File: src/rtl/tiny_dnn_seq_if.sv
// Request/handshake bundle between the layer controller, the tiny_dnn_seq
// sequencer and the MAC core it drives.
interface tiny_dnn_seq_if #(
  parameter int AW = 10
);
  logic          start;
  logic [AW:0]   n_taps;
  logic          use_bias;
  logic          ld_start;
  logic [AW:0]   ld_len;
  logic          ld_bias;
  logic          ld_valid;
  logic          ld_ready;
  logic          write;
  logic          bwrite;
  logic [AW-1:0] wa;
  logic          init;
  logic          exec;
  logic          bias;
  logic [AW-1:0] ra;
  logic          d_rd;
  logic          update;
  logic          done;
  logic          busy;

  modport master (
    output start, n_taps, use_bias, ld_start, ld_len, ld_bias, ld_valid,
    input  ld_ready, write, bwrite, wa, init, exec, bias, ra, d_rd,
           update, done, busy
  );

  modport slave (
    input  start, n_taps, use_bias, ld_start, ld_len, ld_bias, ld_valid,
    output ld_ready, write, bwrite, wa, init, exec, bias, ra, d_rd,
           update, done, busy
  );
endinterface

File: src/rtl/tiny_dnn_seq.sv
// Sequencer for one tiny_dnn_core MAC lane: weight-load streaming and
// dot-product control, hiding the core's 3-stage accumulate pipeline.
module tiny_dnn_seq #(
  parameter int F_SIZE = 1024,
  parameter int AW     = $clog2(F_SIZE)
) (
  input  logic         clk,
  input  logic         rst_n,
  tiny_dnn_seq_if.slave bus
);

  localparam logic [AW-1:0] LAST = AW'(F_SIZE - 1);

  typedef enum logic [2:0] {
    S_IDLE, S_LOAD, S_INIT, S_EXEC, S_BIAS, S_DRAIN, S_UPD
  } state_e;

  state_e        state, state_nxt;
  logic [AW-1:0] cnt, cnt_nxt;
  logic [AW-1:0] len, len_nxt;    // tap count or weight count of the current job
  logic          flag, flag_nxt;  // use_bias or ld_bias of the current job
  logic          need_w, need_b, xfer;

  // Slot F_SIZE-1 belongs to the bias, so job lengths saturate one below it.
  function automatic logic [AW-1:0] clamp(input logic [AW:0] v);
    return (v > (AW+1)'(F_SIZE - 1)) ? LAST : v[AW-1:0];
  endfunction

  // NOTE: state registers use non-blocking assignments so every flop samples
  // the pre-edge values of its neighbours, matching real hardware.
  always_ff @(posedge clk or negedge rst_n) begin
    if (!rst_n) begin
      state <= S_IDLE;
      cnt   <= '0;
      len   <= '0;
      flag  <= 1'b0;
    end else begin
      state <= state_nxt;
      cnt   <= cnt_nxt;
      len   <= len_nxt;
      flag  <= flag_nxt;
    end
  end

  // NOTE: every signal driven here gets a default first; a path that leaves
  // one unassigned would otherwise infer a latch.
  always_comb begin
    state_nxt    = state;
    cnt_nxt      = cnt;
    len_nxt      = len;
    flag_nxt     = flag;
    need_w       = (cnt < len);
    need_b       = (cnt == len) && flag;
    xfer         = 1'b0;
    bus.ld_ready = 1'b0;
    bus.write    = 1'b0;
    bus.bwrite   = 1'b0;
    bus.wa       = '0;
    bus.init     = 1'b0;
    bus.exec     = 1'b0;
    bus.bias     = 1'b0;
    bus.ra       = '0;
    bus.update   = 1'b0;

    unique case (state)
      S_IDLE: begin
        cnt_nxt = '0;
        if (bus.start) begin
          len_nxt   = clamp(bus.n_taps);
          flag_nxt  = bus.use_bias;
          state_nxt = S_INIT;
        end else if (bus.ld_start) begin
          len_nxt   = clamp(bus.ld_len);
          flag_nxt  = bus.ld_bias;
          state_nxt = S_LOAD;
        end
      end

      S_LOAD: begin
        // Ready only while a word is still owed, so an empty load writes nothing.
        bus.ld_ready = need_w | need_b;
        xfer         = bus.ld_valid & (need_w | need_b);
        bus.write    = xfer;
        bus.bwrite   = xfer & need_b;
        bus.wa       = need_b ? LAST : cnt;
        if (!(need_w | need_b)) begin
          state_nxt = S_IDLE;
        end else if (xfer) begin
          if (need_b) begin
            state_nxt = S_IDLE;
          end else begin
            cnt_nxt = cnt + 1'b1;
            if ((cnt == len - 1'b1) && !flag) state_nxt = S_IDLE;
          end
        end
      end

      S_INIT: begin
        bus.init  = 1'b1;
        cnt_nxt   = '0;
        state_nxt = (len != '0) ? S_EXEC : (flag ? S_BIAS : S_DRAIN);
      end

      S_EXEC: begin
        bus.exec = 1'b1;
        bus.ra   = cnt;
        if (cnt == len - 1'b1) begin
          cnt_nxt   = '0;
          state_nxt = flag ? S_BIAS : S_DRAIN;
        end else begin
          cnt_nxt = cnt + 1'b1;
        end
      end

      S_BIAS: begin
        bus.bias  = 1'b1;
        cnt_nxt   = '0;
        state_nxt = S_DRAIN;
      end

      // Two idle cycles let the last step walk exec1 -> exec2 -> suml.
      S_DRAIN: begin
        if (cnt[0]) begin
          cnt_nxt   = '0;
          state_nxt = S_UPD;
        end else begin
          cnt_nxt = cnt + 1'b1;
        end
      end

      S_UPD: begin
        bus.update = 1'b1;
        state_nxt  = S_IDLE;
      end

      default: state_nxt = S_IDLE;
    endcase
  end

  assign bus.d_rd = bus.exec;
  assign bus.done = bus.update;
  assign bus.busy = (state != S_IDLE);

endmodule

File: src/flat_wrapper.sv
// flat-port wrapper written by rule: the top's interface ports become plain ports
module tiny_dnn_seq_flat 
#(
  parameter int F_SIZE = 1024,
  parameter int AW     = $clog2(F_SIZE)
)
  (clk, rst_n, bus_start, bus_n_taps, bus_use_bias, bus_ld_start, bus_ld_len, bus_ld_bias, bus_ld_valid, bus_ld_ready, bus_write, bus_bwrite, bus_wa, bus_init, bus_exec, bus_bias, bus_ra, bus_d_rd, bus_update, bus_done, bus_busy);
  tiny_dnn_seq_if #(.AW(AW)) bus_i ();
  input  logic clk;
  input  logic rst_n;
  input wire logic [$bits(bus_i.start)-1:0] bus_start;
  input wire logic [$bits(bus_i.n_taps)-1:0] bus_n_taps;
  input wire logic [$bits(bus_i.use_bias)-1:0] bus_use_bias;
  input wire logic [$bits(bus_i.ld_start)-1:0] bus_ld_start;
  input wire logic [$bits(bus_i.ld_len)-1:0] bus_ld_len;
  input wire logic [$bits(bus_i.ld_bias)-1:0] bus_ld_bias;
  input wire logic [$bits(bus_i.ld_valid)-1:0] bus_ld_valid;
  output wire logic [$bits(bus_i.ld_ready)-1:0] bus_ld_ready;
  output wire logic [$bits(bus_i.write)-1:0] bus_write;
  output wire logic [$bits(bus_i.bwrite)-1:0] bus_bwrite;
  output wire logic [$bits(bus_i.wa)-1:0] bus_wa;
  output wire logic [$bits(bus_i.init)-1:0] bus_init;
  output wire logic [$bits(bus_i.exec)-1:0] bus_exec;
  output wire logic [$bits(bus_i.bias)-1:0] bus_bias;
  output wire logic [$bits(bus_i.ra)-1:0] bus_ra;
  output wire logic [$bits(bus_i.d_rd)-1:0] bus_d_rd;
  output wire logic [$bits(bus_i.update)-1:0] bus_update;
  output wire logic [$bits(bus_i.done)-1:0] bus_done;
  output wire logic [$bits(bus_i.busy)-1:0] bus_busy;
  assign bus_i.start = bus_start;
  assign bus_i.n_taps = bus_n_taps;
  assign bus_i.use_bias = bus_use_bias;
  assign bus_i.ld_start = bus_ld_start;
  assign bus_i.ld_len = bus_ld_len;
  assign bus_i.ld_bias = bus_ld_bias;
  assign bus_i.ld_valid = bus_ld_valid;
  assign bus_ld_ready = bus_i.ld_ready;
  assign bus_write = bus_i.write;
  assign bus_bwrite = bus_i.bwrite;
  assign bus_wa = bus_i.wa;
  assign bus_init = bus_i.init;
  assign bus_exec = bus_i.exec;
  assign bus_bias = bus_i.bias;
  assign bus_ra = bus_i.ra;
  assign bus_d_rd = bus_i.d_rd;
  assign bus_update = bus_i.update;
  assign bus_done = bus_i.done;
  assign bus_busy = bus_i.busy;
  tiny_dnn_seq #(.F_SIZE(F_SIZE), .AW(AW)) u_core (.clk(clk), .rst_n(rst_n), .bus(bus_i));
endmodule
File: config.mk
export PLATFORM = sky130hd
export DESIGN_NAME = tiny_dnn_seq_flat
export DESIGN_NICKNAME = d
export VERILOG_FILES = /design/src/rtl/tiny_dnn_seq_if.sv /design/src/rtl/tiny_dnn_seq.sv /design/src/flat_wrapper.sv
export SDC_FILE = /design/constraint.sdc
export NUM_CORES = 1
export LEC_CHECK = 0
export CAP_MARGIN = 25
export CORE_ASPECT_RATIO = 0.75
export CORE_MARGIN = 2
export CORE_UTILIZATION = 45
export CTS_CLUSTER_SIZE = 40
export DETAILED_ROUTE_END_ITERATION = 16
export PLACE_DENSITY = 0.86
export SLEW_MARGIN = 20
export SYNTH_ARGS = -nofsm -noshare
export SYNTH_HDL_FRONTEND = slang
export SYNTH_SLANG_ARGS = --single-unit
File: constraint.sdc
create_clock -name clk -period 2.3 [get_ports clk]
set_input_delay 0.46 -clock clk [delete_from_list [all_inputs] [get_ports clk]]
set_output_delay 0.46 -clock clk [all_outputs]
set_load 0.05 [all_outputs]
==> results.tsv <==
stage	metric	value	unit
layout	ratio of cells with drive above 1 in the final layout	37.3	%
layout	final core occ	79.8	%
route	number of vias after detailed routing	2869	
pwr	Power Dens Cells	1360	nW/um2
synthesis	number of distinct library cells after synthesis	47	
critical_path	required time at the worst-slack endpoint	1.84	ns
sta	unrepaired setup endpoints after global routing	yes	
clock_tree	cts bufs inserted	3	
grt	total overflow reported by the global router	0	
route	Via-to-Cell Ratio	6.32	
synthesis	sequential element share of the synthesized area	27.1	%
clock_tree	Sink Count	24	
critical_path	critical path capture point type	output pin	
grt	pin count of the biggest net entering global routing	25	
die	die span in y	64.8	um
route	Antenna Violating Nets Remaining	0	
die	count of pins on the block boundary	59	
status	failing checks	setup timing	
sta	Final Cycle Share	115	%
layout	Total Nets Final	439	
synthesis	proportion of synthesized flip-flops having asynchronous set or reset	100	%
clock_tree	clock latency on the worst-skew pair	0.28	ns
die	area enclosed by the die boundary	5510	um2
run	maximum capacitance violations	0	
route	number of DRC markers in iteration 0	364	
critical_path	Worst Reg2Reg Path Length in Cells	9	
sta	final setup TNS	-6.24	ns
sta	final setup violating endpoints	25	
sta	setup slack of the critical path after layout	-0.337	ns
grt	global-route wire length before repair	13300	um
clock_tree	largest buffer count on any clock path	2	
place	Buffers on Ports	58	
sta	Tmin final	2.64	ns
synthesis	synthesis warning total	0	
grt	initial antenna violation count	0	
synthesis	post-synthesis average cell area	7.49	um2
layout	count of filler cells inserted in the layout	253	
grt	number of global-route vias before repair	2619	
synthesis	number of flops mapped to enable cells by yosys	0	
place	dpl hpwl	6110	um
sta	transition time at the pin with the least slew margin	0.638	ns
layout	area used by multi-input combinational logic	1760	um2
die	Placement Rows	22	
die	initial cell density of the core	46.1	%
place	GP Congestion	0.949	
route	Routed WL per cell	20.7	um
clock_tree	clock input transition at the sequential cells of the worst setup and hold paths	0.09	ns
critical_path	worst-path fanout max	3	
critical_path	Setup CP Type	register to output pin	
sta	final clock skew	0.00631	ns
synthesis	Syn Std Cell Area	2220	um2
critical_path	type of origin of the critical path	register	
route	total wire length	9400	um
synthesis	flops & latches, synth	24	
sta	highest attainable clock frequency	379	MHz
clock_tree	deepest level of the CTS H-tree	1	
route	# DRC	0	
synthesis	ys flop type	sky130_fd_sc_hd__dfrtp_1	
grt	Overall Global Routing Usage	30.8	%
sta	Hold Violations, Final	0	
layout	Reg area	601	um2
hold_path	classification of the worst-slack hold path	input pin to asynchronous set/reset pin	
clock_tree	clock tree root driver cell	sky130_fd_sc_hd__clkbuf_8	
critical_path	Arrival @ worst endpoint	2.18	ns
die	core area	4820	um2
route	Initial DRT Pass Iterations	5	
layout	Antenna Cells	0	
clock_tree	number of buffers inserted by hold repair at cts	0	
status	outcome	finished, violations left	
place	pre-CTS WS	-0.130	ns
clock_tree	TritonCTS clock tree	yes	
die	chip width	85.1	um
pwr	VDD IR-drop max	0.00107	V
synthesis	synthesized net count	339	
sta	worst relative slew slack	57.1	%
layout	Area growth, synth to finish	73.2	%
synthesis	Post-Syn Instances	296	
sta	number of pins exceeding their max-slew limit in the final report	0	
pwr	static leakage	0.00165	uW
[cells in the final DEF, fill, tap and decap left out, types with 4 or more instances in the layout]
cell type,count
sky130_fd_sc_hd__nor4_1,4
sky130_fd_sc_hd__inv_1,12
sky130_fd_sc_hd__ha_1,9
sky130_fd_sc_hd__ha_4,4
sky130_fd_sc_hd__inv_2,4
sky130_fd_sc_hd__xor2_1,4
sky130_fd_sc_hd__nand2_1,27
sky130_fd_sc_hd__xnor2_1,11
sky130_fd_sc_hd__o22ai_1,13
sky130_fd_sc_hd__a21oi_2,5
sky130_fd_sc_hd__o21ai_0,20
sky130_fd_sc_hd__nand3_1,4
sky130_fd_sc_hd__buf_4,57
sky130_fd_sc_hd__buf_12,26
sky130_fd_sc_hd__buf_6,6
sky130_fd_sc_hd__nor2_4,12
sky130_fd_sc_hd__nor2_1,30
sky130_fd_sc_hd__and3_1,13
sky130_fd_sc_hd__dfrtp_1,24
sky130_fd_sc_hd__o21ai_1,5
sky130_fd_sc_hd__nand4_1,5
sky130_fd_sc_hd__clkdlybuf4s50_1,28
[path summary, 6_finish.rpt]
kind / start / endpoint / slack [ns]
worst max-delay path: u_core.len[4]$_DFFE_PN0P_ / bus_write / -0.34
worst min-delay path: rst_n / u_core.len[0]$_DFFE_PN0P_ / 0.54
worst max register to register: u_core.len[4]$_DFFE_PN0P_ / u_core.cnt[0]$_DFFE_PN0P_ / -0.28
worst min register to register: u_core.flag$_DFFE_PN0P_ / u_core.flag$_DFFE_PN0P_ / 0.61
max in group asynchronous: rst_n / u_core.cnt[9]$_DFFE_PN0P_ / 1.50
min in group clk: u_core.flag$_DFFE_PN0P_ / u_core.flag$_DFFE_PN0P_ / 0.61
[cell families after synthesis]
| group | count (synthesis) | share of synthesized area [%] |
|---|---|---|
| flip-flops | 24 | 27.1 |
| AND/OR/NAND/NOR | 131 | 30.2 |
| multiplexers | 2 | 0.902 |
| buffers and inverters | 39 | 7.33 |
| XOR/XNOR | 16 | 6.32 |
| adder cells (fa/ha/maj) | 14 | 7.90 |
| AO/OA/AOI/OAI | 70 | 20.2 |
[synth_stat cells (4+ instances only)]
cell                       instances  area, um2
sky130_fd_sc_hd__o21ai_0          25        125
sky130_fd_sc_hd__nor4_1            7       43.8
sky130_fd_sc_hd__nand3_1           7       35.0
sky130_fd_sc_hd__xor2_1            4       35.0
sky130_fd_sc_hd__dfrtp_1          24        601
sky130_fd_sc_hd__clkbuf_1         15       56.3
sky130_fd_sc_hd__a21oi_1           8       40.0
sky130_fd_sc_hd__nand4_1           5       31.3
sky130_fd_sc_hd__o22ai_1          13       81.3
sky130_fd_sc_hd__and3_1           14       87.6
sky130_fd_sc_hd__nor2_1           44        165
sky130_fd_sc_hd__nand2_1          27        101
sky130_fd_sc_hd__inv_1            17       63.8
sky130_fd_sc_hd__ha_1             14        175
sky130_fd_sc_hd__xnor2_1          12        105
sky130_fd_sc_hd__or3_1             5       31.3
[registers in the layout, indices dropped and copies added, names as in the netlist]
signal	flops
u_core.flag	1
u_core.state	3
u_core.cnt	10
u_core.len	10
[metal layers]
metal	share of wire (%)	GRT usage, %	up-vias
met5	0	0	-
met4	2.5	5.56	0
li1	-	-	1244
met1	40	41.6	1379
met3	9.2	5.22	39
met2	49	52.4	207
[cell type report]
class | count | share of cell area [%]
Clock buffer | 3 | 1.07
Timing Repair Buffer | 117 | 33.7
Multi-Input combinational cell | 233 | 45.9
Inverter | 17 | 1.73
Tap cell | 60 | 1.95
Sequential cell | 24 | 15.6
[report_power, final]
group / switching (uW) / internal, uW / total (uW)
sequential: 204 / 594 / 798
clock: 150 / 118 / 268
combinational: 2340 / 1830 / 4170
[metrics by stage]
stage	instance area (um2)	total power, uW	std cells	hold slack (ns)
detailed placement	3480	4320	438	0.543
floorplan	2360	2880	296	0.164
CTS	3680	4850	448	0.561
finish	3840	5230	454	0.539
global placement	3480	4190	438	0.539
global route	3840	5470	454	0.574
[worst max-delay path: stages (launching register included)]
cell                      delay, ns
sky130_fd_sc_hd__dfrtp_1       0.43
sky130_fd_sc_hd__inv_2         0.09
sky130_fd_sc_hd__ha_4          0.28
sky130_fd_sc_hd__and4_4        0.22
sky130_fd_sc_hd__nand3_4       0.13
sky130_fd_sc_hd__o21ai_4       0.19
sky130_fd_sc_hd__nor2_4        0.06
sky130_fd_sc_hd__o21a_4        0.22
sky130_fd_sc_hd__and2_4        0.14
sky130_fd_sc_hd__buf_12        0.14
[what timing repair did]
action | in CTS | in global routing
pin swaps | 7 | 10
setup endpoints to repair | 24 | 25
buffers inserted | 7 | 6
hold endpoints to repair | 0 | 0
resized for setup | 17 | 28
Note: power is estimated with default switching activity, not from simulation.
